**src/rtl/axis_byte_packer.sv**
```systemverilog
// axis_byte_packer: AXI-Stream 8-bit to 32-bit little-endian upsizer.
// Bytes fill lanes 0..3 of an accumulator; a word is emitted when lane 3 is
// written, on s_axis_tlast, or (optionally) after an input idle timeout.
// Optional feature macro: AXIS_BYTE_PACKER_TIMEOUT_EN builds the idle counter,
// timeout flush and flush_count; without it flush_count is tied to zero.
module axis_byte_packer #(
    parameter int TIMEOUT_CYCLES = 256
) (
    input  logic        clk,
    input  logic        rst,
    input  logic [7:0]  s_axis_tdata,
    input  logic        s_axis_tvalid,
    output logic        s_axis_tready,
    input  logic        s_axis_tlast,
    output logic [31:0] m_axis_tdata,
    output logic [3:0]  m_axis_tkeep,
    output logic        m_axis_tvalid,
    input  logic        m_axis_tready,
    output logic        m_axis_tlast,
    output logic [15:0] frame_count,
    output logic [15:0] flush_count
);

    typedef enum logic {
        FILL = 1'b0,
        FULL = 1'b1
    } state_t;

    state_t          state_q, state_d;
    logic            tready_q;
    logic [3:0][7:0] acc_q, acc_d;
    logic [3:0]      keep_q, keep_d;
    logic [1:0]      lane_q, lane_d;
    logic            last_q, last_d;

    logic [31:0]     out_data_q, out_data_d;
    logic [3:0]      out_keep_q, out_keep_d;
    logic            out_last_q, out_last_d;
    logic            out_valid_q, out_valid_d;
    logic [15:0]     frame_q, frame_d;

    logic            out_free;
    logic            accept;
    logic            timeout_hit;
    logic [3:0][7:0] merged_data;
    logic [3:0]      merged_keep;

    logic            load;
    logic [31:0]     load_data;
    logic [3:0]      load_keep;
    logic            load_last;

    // The output register can take a new word when empty or being drained now.
    assign out_free = !out_valid_q || m_axis_tready;
    assign accept   = s_axis_tvalid && tready_q;

    // Accumulator contents with the incoming byte dropped into the current lane.
    genvar gi;
    generate
        for (gi = 0; gi < 4; gi++) begin : g_lane
            assign merged_data[gi] = (accept && (lane_q == 2'(gi))) ? s_axis_tdata : acc_q[gi];
            assign merged_keep[gi] = keep_q[gi] || (accept && (lane_q == 2'(gi)));
        end
    endgenerate

`ifdef AXIS_BYTE_PACKER_TIMEOUT_EN
    localparam logic [15:0] TIMEOUT_LIMIT = 16'(TIMEOUT_CYCLES);

    logic [15:0] idle_q, idle_d;
    logic [15:0] flush_q, flush_d;
    logic        idle_run;

    // Idle means a partial word is held in FILL and no byte arrives this cycle.
    assign idle_run    = (state_q == FILL) && (lane_q != 2'd0) && !accept;
    assign timeout_hit = idle_run && (idle_q == TIMEOUT_LIMIT);

    // Idle counter advances on idle cycles and clears otherwise (including on flush).
    always_comb begin
        idle_d  = 16'd0;
        flush_d = flush_q;
        if (timeout_hit) begin
            flush_d = flush_q + 16'd1;
        end else if (idle_run) begin
            idle_d = idle_q + 16'd1;
        end
    end

    // Idle counter and flush counter registers.
    always_ff @(posedge clk or posedge rst) begin
        if (rst) begin
            idle_q  <= 16'd0;
            flush_q <= 16'd0;
        end else begin
            idle_q  <= idle_d;
            flush_q <= flush_d;
        end
    end

    assign flush_count = flush_q;
`else
    logic unused_timeout;
    assign unused_timeout = (TIMEOUT_CYCLES == 0);
    assign timeout_hit    = 1'b0;
    assign flush_count    = 16'd0;
`endif

    // Next-state logic: fill lanes, complete words, and hand them to the output register.
    always_comb begin
        state_d   = state_q;
        acc_d     = acc_q;
        keep_d    = keep_q;
        lane_d    = lane_q;
        last_d    = last_q;
        load      = 1'b0;
        load_data = acc_q;
        load_keep = keep_q;
        load_last = last_q;
        case (state_q)
            FILL: begin
                if (accept) begin
                    if ((lane_q == 2'd3) || s_axis_tlast) begin
                        if (out_free) begin
                            load      = 1'b1;
                            load_data = merged_data;
                            load_keep = merged_keep;
                            load_last = s_axis_tlast;
                            acc_d     = '0;
                            keep_d    = 4'd0;
                            lane_d    = 2'd0;
                            last_d    = 1'b0;
                        end else begin
                            acc_d   = merged_data;
                            keep_d  = merged_keep;
                            last_d  = s_axis_tlast;
                            state_d = FULL;
                        end
                    end else begin
                        acc_d  = merged_data;
                        keep_d = merged_keep;
                        lane_d = lane_q + 2'd1;
                    end
                end else if (timeout_hit) begin
                    // Timeout closes the partial word without ending the frame.
                    if (out_free) begin
                        load      = 1'b1;
                        load_data = acc_q;
                        load_keep = keep_q;
                        load_last = 1'b0;
                        acc_d     = '0;
                        keep_d    = 4'd0;
                        lane_d    = 2'd0;
                        last_d    = 1'b0;
                    end else begin
                        last_d  = 1'b0;
                        state_d = FULL;
                    end
                end
            end
            FULL: begin
                if (out_free) begin
                    load      = 1'b1;
                    load_data = acc_q;
                    load_keep = keep_q;
                    load_last = last_q;
                    acc_d     = '0;
                    keep_d    = 4'd0;
                    lane_d    = 2'd0;
                    last_d    = 1'b0;
                    state_d   = FILL;
                end
            end
            default: begin
                state_d = FILL;
            end
        endcase
    end

    // Output register: a load replaces the word; a handshake without a load empties it.
    always_comb begin
        out_data_d  = out_data_q;
        out_keep_d  = out_keep_q;
        out_last_d  = out_last_q;
        out_valid_d = out_valid_q;
        frame_d     = frame_q;
        if (load) begin
            out_data_d  = load_data;
            out_keep_d  = load_keep;
            out_last_d  = load_last;
            out_valid_d = 1'b1;
        end else if (out_valid_q && m_axis_tready) begin
            out_valid_d = 1'b0;
        end
        if (out_valid_q && m_axis_tready && out_last_q) begin
            frame_d = frame_q + 16'd1;
        end
    end

    // State, accumulator and output registers.
    always_ff @(posedge clk or posedge rst) begin
        if (rst) begin
            state_q     <= FILL;
            tready_q    <= 1'b0;
            acc_q       <= '0;
            keep_q      <= 4'd0;
            lane_q      <= 2'd0;
            last_q      <= 1'b0;
            out_data_q  <= 32'd0;
            out_keep_q  <= 4'd0;
            out_last_q  <= 1'b0;
            out_valid_q <= 1'b0;
            frame_q     <= 16'd0;
        end else begin
            state_q     <= state_d;
            tready_q    <= (state_d == FILL);
            acc_q       <= acc_d;
            keep_q      <= keep_d;
            lane_q      <= lane_d;
            last_q      <= last_d;
            out_data_q  <= out_data_d;
            out_keep_q  <= out_keep_d;
            out_last_q  <= out_last_d;
            out_valid_q <= out_valid_d;
            frame_q     <= frame_d;
        end
    end

    assign s_axis_tready = tready_q;
    assign m_axis_tdata  = out_data_q;
    assign m_axis_tkeep  = out_keep_q;
    assign m_axis_tlast  = out_last_q;
    assign m_axis_tvalid = out_valid_q;
    assign frame_count   = frame_q;

endmodule

```
**config.mk**
```make
export PLATFORM = sky130hd
export DESIGN_NAME = axis_byte_packer
export DESIGN_NICKNAME = d
export VERILOG_FILES = /design/src/rtl/axis_byte_packer.sv
export SDC_FILE = /design/constraint.sdc
export NUM_CORES = 1
export LEC_CHECK = 0
export ABC_AREA = 1
export CAP_MARGIN = 30
export CORE_MARGIN = 4
export CORE_UTILIZATION = 50
export CTS_CLUSTER_SIZE = 12
export DETAILED_ROUTE_END_ITERATION = 6
export GPL_TIMING_DRIVEN = 0
export HOLD_SLACK_MARGIN = 0.1
export PLACE_DENSITY = 0.76
export RECOVER_POWER = 50
export SLEW_MARGIN = 20
export SYNTH_ARGS = -nofsm -noshare
export SYNTH_HDL_FRONTEND = slang
export SYNTH_SLANG_ARGS = --single-unit
```
**constraint.sdc**
```tcl
create_clock -name clk -period 3.6 [get_ports clk]
set_clock_uncertainty 0.1 [all_clocks]
set_input_delay 0.36 -clock clk [delete_from_list [all_inputs] [get_ports clk]]
set_output_delay 0.36 -clock clk [all_outputs]
set_load 0.005 [all_outputs]
```
### Word level (Yosys, flattened, before mapping)

Cells that the tools add are included.

* RAM bits: 0
* memory bits (read-only): 0
* flip-flop bits (word level): 95
* bits in latches: 0
* bits of input ports: 13
* memories kept: 0

* muxes and demuxes: 45
* divide/modulo/power cells: 0
* add/subtract/negate cells: 2
* multiply operators: 0
* equal/unequal tests: 6
* shift-type cells: 0
* bitwise gates (word level): 2
* magnitude comparators: 0
* reductions and logical operators: 18

Operators by type and width (number)
* 32-bit 2-to-1 mux: 7
* 32-bit case mux with 2 select lines: 2
* 8-bit 2-to-1 mux: 4
* 4-bit 2-to-1 mux: 7
* 16-bit by 1-bit adder with 16-bit output, second input constant: 1
* 4-bit case mux with 2 select lines: 2
* 1-bit 2-to-1 mux: 15
* 1-bit case mux with 2 select lines: 4
* 1-bit logical AND: 7
* 1-bit logical OR: 6
* 2-bit 2-to-1 mux: 3
* 2-bit == test, second input constant: 2
* 2-bit inequality test, second input constant: 2
* 2-bit case mux with 2 select lines: 1
* 3-bit AND reduction: 1
* 2-bit by 1-bit adder with 2-bit output, second input constant: 1
* 2-bit by 1-bit == test with 1-bit output, second input constant: 1
* 2-bit logical NOT: 1
* 2-bit by 1-bit inequality test with 1-bit output, second input constant: 1
* 1-bit inverter: 2
* 2-bit AND reduction: 1
* 2-bit nonzero test: 1
* 1-bit logical NOT: 1

### Depth between registers and ports, before layout

Gate-level depths: netlist (run 1).

* word-level depth: 7
* depth in mapped cells: 10
* mapped depth without buffers: 9

### Least setup slack after synthesis (run 1)

Ideal clock, no wire load.

* path kind: reg2reg
* from: reg lane_q[0]
* to: reg out_data_q[24] (netlist: m_axis_tdata[24])
* data required time: 3.384 ns
* stages on the path, launching flop included: 9
* data arrival time: 1.472 ns
* clock period less this slack: 1.689 ns
* setup slack: 1.911 ns
* library setup time: 0.116 ns
* path buffers: 1
* path through: dfrtp_1 -> ha_1 -> nor2_2 -> inv_1 -> nand3_4 -> clkbuf_1 -> o21ai_0 -> nand2_1 -> nand2_1

* longest elaborated chain between the ends: 7

Ends and longest elaborated chain
* start: declaration: RTL line 33 `logic [1:0] lane_q, lane_d;`
* start signal: assignment: RTL line 217 `lane_q <= lane_d;`
* 2-bit == test *: RTL line 61, 121
* 1-bit logical AND: RTL line 61 `assign merged_data[gi] = (accept && (lane_q == 2'(gi))) ? s_axis_tdata : acc_q[gi];`
* 8-bit 2-to-1 mux: RTL line 61
* 32-bit 2-to-1 mux: RTL line 122 `if (out_free) begin`
* 32-bit 2-to-1 mux: RTL line 121 `if ((lane_q == 2'd3) || s_axis_tlast) begin`
* 32-bit 2-to-1 mux: RTL line 120 `if (accept) begin`
* 32-bit case mux with 2 select lines: RTL line 118 `case (state_q)`
* end signal: assignment: RTL line 219 `out_data_q <= out_data_d;`
* end: declaration: RTL line 36 `logic [31:0] out_data_q, out_data_d;`

Every way passes the cells marked *; elsewhere a longest branch is shown, timed or not.
A chain may end at the register's enable or synchronous reset.

### Final worst setup path (run 1)

* from: in s_axis_tvalid
* to: reg lane_q[0]

* longest elaborated chain between the ends: 2

Ends and longest elaborated chain
* start: declaration: RTL line 12 `input logic s_axis_tvalid,`
* 1-bit logical AND: RTL line 55 `assign accept = s_axis_tvalid && tready_q;`
* 2-bit inequality test (no source line)

Every way passes these cells.

==> flow_metrics.tcl, run 1 <==
set metrics [dict create \
    yosys_warnings 0 \
    violations "capacitance limit, slew limit" \
    nNetsFinal 732 \
    syn_area_sq_um 4870 \
    die_y_um 107 \
    outcome "finished, violations left" \
    ys_ff_latch 95 \
    p_per_area_nw_per_um2 683 \
    post-cts-setup-buffers 0 \
    drtIter0Drc 341 \
    setup_violations 0 \
    n_fill_cell 865 \
    coreArea_sq_um 9370 \
    ant_nets 0 \
    route.detailed.drc 0 \
    fin_area_sq_um 5970 \
    gr-total-overflow 0 \
    critical-path-top-delay-family "compound AO/OA/AOI/OAI gates" \
    path_buf_inv 2 \
    start_util_pct 52.0 \
    first_global_vias 4286 \
    dp_hpwl_mm 8.82 \
    start_kind "input port" \
    crit_path_top_delay_cell "o21ai_0" \
    critPathMostFrequentCell "o21ai_0" \
    dp_cells 832 \
    hp-class "reg -> reg" \
    clockBufferDepth 2 \
    netlist_top_cells_area "dfrtp_1, nand2_1, o21ai_0" \
    critPathRequiredTime_ps 3750 \
    path_class "in -> reg" \
    wirelength_mm 12.1 \
    die-area_sq_um 11400 \
    cts_sinks 95 \
    p_leak_nw 2.99 \
    rows 35 \
    fin_util_pct 63.7 \
    avgSynthCellArea_sq_um 7.85 \
    peakVddDrop_mv 0.304 \
    worstPathArrival_ps 2690 \
    post-route-period-util_pct 70.4 \
    wire_per_inst_um 14.3 \
    numCtsBuffers 9 \
    die-width_um 107 \
    place_ws_ps 1350 \
    tns_ps 0 \
    dpl_cell_area_sq_um 5790 \
    finalMaxSlewViolations 38 \
    ys_seq_area_share_pct 48.8 \
    hold_buffers 0 \
    synth_cells 620 \
    antenna_found_initial 0 \
    period_needed_ps 2530 \
    max_freq_mhz 395 \
    grt_pass1_wl_mm 20.5 \
    diodes 0 \
    viasPerCell 5.07 \
    crit_path_max_fanout 10 \
    crit_path_max_incr_delay_ps 810 \
    multi_input_area_sq_um 1960 \
    top_level_ports 84 \
    maxSlewHeadroom_pct -15.9 \
    seqCellArea_sq_um 2380 \
    grt_max_degree 59 \
    yosysUniqueCellTypes 30 \
    ctsHtreeMaxLevel 3 \
    cts_resized 0 \
    cp_cell_sequence "dlygate4sd3_1, nand2_1, o21ai_0, nand2_4, clkbuf_1, o21ai_0, nor2_1" \
    critPathCaptureType "flop" \
    cts_tree "built" \
    netlist.area_leader.share_pct 48.8 \
    syn_to_final_growth_pct 22.5 \
    root_buffer "clkbuf_8" \
    stdcell_count 846 \
    rsz0062_at_grt "no" \
    timing.final.ws_setup_ps 1070 \
    gp_congestion 0.852 \
    num_vias 4291 \
    drive_gt1_share_pct 8.65 \
    hold_viol_final 0 \
    maxCapViolations 1 \
    yosys.area.top_type "dfrtp_1" \
    grt_usage_pct 22.2 \
    worstMarginPinSlew_ps 1730 \
    dr.pass1.iters 5 \
    clk_pin_slew_ps 90 \
    insertion_delay_ps 360 \
    io_buffers 67 \
]
through the flow:
stage | hold WS [ps] | power [mW]
floorplan | 341 | 2.57
global placement | 357 | 3.27
detailed placement | 365 | 3.35
CTS | 268 | 4.12
global route | 406 | 4.37
finish | 381 | 4.07
metal layers:
metal | GRT usage (%) | routed length, um | share of wire, %
met5 | 0 | 0 | 0
met4 | 6.30 | 164 | 1.4
met3 | 3.91 | 790 | 6.5
met2 | 38.3 | 5920 | 49
met1 | 28.9 | 5240 | 43
cell usage after synthesis:
cell type,n
ha_1,5
clkbuf_1,5
nor2_4,2
buf_2,11
nand3_2,2
inv_1,76
o21ai_4,1
nand3_4,1
xnor2_1,3
buf_6,4
o21ai_1,6
nand3b_1,2
clkbuf_2,1
nand3_1,17
nor2_1,34
inv_2,3
nand4_1,4
o22ai_1,32
a21oi_1,1
xor2_1,7
dfrtp_1,95
nand2_1,220
nor2_2,1
nor2_8,2
nand2_2,1
conb_1,1
nor3_1,2
nand2_4,2
buf_4,19
o21ai_0,60
cells by family after synthesis:
family                     count (synthesis)  share of synthesized area, %
xor gates and xnor gates                  10                          1.80
adders and majority gates                  5                          1.28
buffers and inverters                    119                          11.6
other                                      1                        0.0770
DFF                                       95                          48.8
and+or+nand+nor                          290                          25.1
AOI/OAI and AO/OA                        100                          11.3
state kept, by name, indices dropped and copies added (netlist names):
name           count
frame_count       16
acc_q             32
m_axis_tlast       1
m_axis_tkeep       4
last_q             1
lane_q             2
keep_q             4
m_axis_tvalid      1
m_axis_tdata      32
s_axis_tready      1
state_q            1
layout by cell type, fill, tap and decap left out, drive strengths merged, types with 3 or more instances in the layout:
| cell | instances |
|---|---|
| xor2 | 7 |
| nand2 | 223 |
| o21ai | 67 |
| conb | 16 |
| dlygate4sd3 | 11 |
| buf | 34 |
| nand3 | 20 |
| inv | 78 |
| dfrtp | 95 |
| ha | 5 |
| nor2 | 39 |
| clkbuf | 16 |
| nand4 | 4 |
| clkdlybuf4s50 | 56 |
| xnor2 | 3 |
| o22ai | 32 |
worst min-delay path: stages (launching register included):
cell and delay, ps:
dfrtp_1 350, nand2_1 50, nand2_1 50
power by group:
group          leakage [nW]  switching, mW  internal [mW]  total, mW
clock network         0.101          0.379          0.386      0.765
registers              1.22          0.220           1.44       1.66
logic                  1.66          0.870          0.781       1.65
final timing paths:
kind | from | endpoint | slack (ps) | cells after the start
max in group asynchronous | rst | acc_q[16] | 1710 | 3
hold reg to reg | m_axis_tdata[15] | m_axis_tdata[15] | 380 | 2
setup reg to reg | s_axis_tready | lane_q[0] | 1240 | 6
min in group asynchronous | rst | frame_count[6] | 780 | 2
setup / recovery | s_axis_tvalid | lane_q[0] | 1070 | 7
hold / removal | m_axis_tdata[15] | m_axis_tdata[15] | 380 | 2
area by class of cell:
cell class	count	share of cell area, %
Buffer	40	4.34
Clock buffer	9	2.08
Clock inverter	5	1.43
Inverter	79	4.99
Multi-Input combinational cell	421	32.9
Sequential cell	95	39.8
Tap cell	129	2.70
Timing Repair Buffer	68	11.7
(Power assumes the default switching activity.)
==> inputs of run 2 (changes only) <==
clock period = 2.5 ns   (was 3.6 ns; I/O delays follow)
==> run 2 against run 1 <==
  * The run now ends clean
  * Core utilization up 0.067 points
  * Clock power increased by 26%
  * Die area is the same
  * Wire length rose by 0.13%
  * Via count rose by 0.86%
  * Non-clock buffer count increased by 2
  * Global-route usage fell by 0.072 points
  * Worst setup slack worse by 750 ps
  * Total power up 40%
  * Cell count up 0.47%
  * Critical path depth stayed put
  * Sequential power increased by 43%
  * Critical endpoint is now m_axis_tdata[8]
  * Largest cell class unchanged
==> flow_metrics.tcl, run 2 (synthesis gave the netlist of run 1 again) <==
set metrics [dict create \
    outcome "finished, final reports clean" \
    wire_per_inst_um 14.3 \
    tns_ps 0 \
    p_sw_share_pct 37.3 \
    worstMarginPinSlew_ps 931 \
    stdcell_count 850 \
    start_util_pct 52.0 \
    drtIter0Drc 198 \
    wl_met3_um 755 \
    critPathCaptureType "flop" \
    io_buffers 67 \
    cts_resized 0 \
    p_seq_share_pct 41.7 \
    finalMaxSlewViolations 0 \
    route.detailed.drc 0 \
    die-area_sq_um 11400 \
    maxSlewHeadroom_pct 37.3 \
    routed.top_layer "met4" \
    p_leak_nw 2.99 \
    nNetsFinal 734 \
    cts_sinks 95 \
    r2r-start "lane_q[1]" \
    crit_path_max_incr_delay_ps 740 \
    max_freq_mhz 458 \
    setup_violations 0 \
    dp_cells 834 \
    critPathCapture "m_axis_tdata[8]" \
    pwr-share-clk_pct 16.9 \
    gr-total-overflow 0 \
    antenna_found_initial 0 \
    period_needed_ps 2180 \
    syn_to_final_growth_pct 22.7 \
    worstReg2RegEnd "m_axis_tdata[8]" \
    hp-class "in -> async" \
    coreArea_sq_um 9370 \
    p_int_mw 3.58 \
    viasPerCell 5.09 \
    maxCapViolations 0 \
    hold_buffers 0 \
    first_global_vias 4370 \
    ctsHtreeMaxLevel 3 \
    peakVddDrop_mv 0.437 \
    critPathMostFrequentCell "nand2_1" \
    r2r_cells 7 \
    numCtsBuffers 9 \
    grt_max_degree 34 \
    crit_path_max_fanout 10 \
    die-width_um 107 \
    critical_path.startpoint "lane_q[1]" \
    insertion_delay_ps 360 \
    rsz0062_at_grt "no" \
    final_common_cell "nand2_1" \
    p_per_area_nw_per_um2 956 \
    drt-met1-wl_mm 5.19 \
    wirelength_mm 12.1 \
    root_buffer "clkbuf_8" \
    num_vias 4328 \
    clk_pin_slew_ps 100 \
    dr.pass1.iters 5 \
    totalPowerFinal_mw 5.71 \
    path_class "reg -> reg" \
    dp_hpwl_mm 8.94 \
    die_y_um 107 \
    grt_usage_pct 22.2 \
    diodes 0 \
    clockBufferDepth 2 \
    rows 35 \
    start_kind "flop" \
    post-cts-setup-buffers 0 \
    p_comb_share_pct 41.4 \
    hold_viol_final 0 \
    post-route-period-util_pct 87.3 \
    cp_cell_sequence "ha_1, nor2_1, o21ai_0, nand2_4, buf_2, nand2_1, nand2_1" \
    p_sw_mw 2.13 \
    top_level_ports 84 \
    crit_path_top_delay_cell "o21ai_0" \
    worstPathArrival_ps 2340 \
    gp_congestion 0.858 \
    ant_nets 0 \
    critPathRequiredTime_ps 2650 \
    r2r_slack_ps 320 \
    cts_tree "built" \
    final_cell_mix "nand2_1, dfrtp_1, inv_1" \
    grt_pass1_wl_mm 20.5 \
    drive_gt1_share_pct 9.29 \
    wl_met2_mm 5.93 \
]
## run 2: cell count changes in the layout (fill, tap and decap cells not counted), moves of 2 or more
cell | before | now
buf_12 | 0 | 2
bufinv_16 | 2 | 0
clkdlybuf4s50_1 | 56 | 51
dlygate4sd3_1 | 11 | 16
inv_6 | 0 | 2
## run 2: through the flow
| stage | setup slack [ps] | utilization, % | cell area, sq um | hold WS (ps) |
|---|---|---|---|---|
| 6_report | 318 | 63.7 | 5970 | 301 |
| 5_1_grt | 140 | 63.7 | 5970 | 367 |
| 4_1_cts | 429 | 64.1 | 6000 | 108 |
| 3_5_place_dp | 348 | 62.1 | 5820 | 364 |
| 3_3_place_gp | 26.1 | 61.5 | 5760 | 357 |
| 2_1_floorplan | 811 | - | 4930 | 278 |
## run 2: worst min-delay path by stage
stage                      from               end  slack, ps  cells past startpoint
2_1_floorplan      s_axis_tlast      m_axis_tlast        280                      2
3_3_place_gp             last_q            last_q        360                      2
3_5_place_dp   m_axis_tdata[28]  m_axis_tdata[28]        360                      2
4_1_cts                     rst    frame_count[5]        110                      2
5_1_grt                     rst    frame_count[5]        370                      2
6_report                    rst    frame_count[5]        300                      2
## run 2: critical path, delay by kind of cell, from the launching register on
kind                     cells  cell delay, ps
AND/OR/NAND/NOR              4             370
AO/OA/AOI/OAI                1             740
buffers and inverters        1             260
adder cells (fa/ha/maj)      1             200
flip-flops                   1             410
## run 2: layer usage
| layer | vias to the layer above | track usage (%) |
|---|---|---|
| met4 | 0 | 7.40 |
| met3 | 23 | 3.43 |
| met5 | - | 0 |
| met1 | 2021 | 28.8 |
| met2 | 178 | 37.9 |
| li1 | 2106 | - |
## run 2: final cells by class
class	count	area (sq um)
plain buffers	40	267
clock buffers	11	141
clock inverters	5	41.3
fillers	857	3400
inverters	79	298
multi-input cells	421	1970
flip-flops and latches	95	2380
well taps	129	161
repair buffers	70	716
## run 2: power by group through the flow
| stage | combinational (mW) | clock, mW | sequential (mW) |
|---|---|---|---|
| final | 2.36 | 0.967 | 2.38 |
| after global routing | 2.66 | 1.04 | 2.46 |
| after CTS | 2.43 | 0.976 | 2.39 |
| after detailed placement | 2.41 | 0 | 2.42 |
| after global placement | 2.31 | 0 | 2.39 |
| after floorplan | 1.31 | 0 | 2.39 |
==> inputs of run 3 (changes only) <==
CTS_CLUSTER_DIAMETER = 30   (was unset)
==> results of run 3 <==
The final DEF is identical to that of run 2; final timing and power are the same.
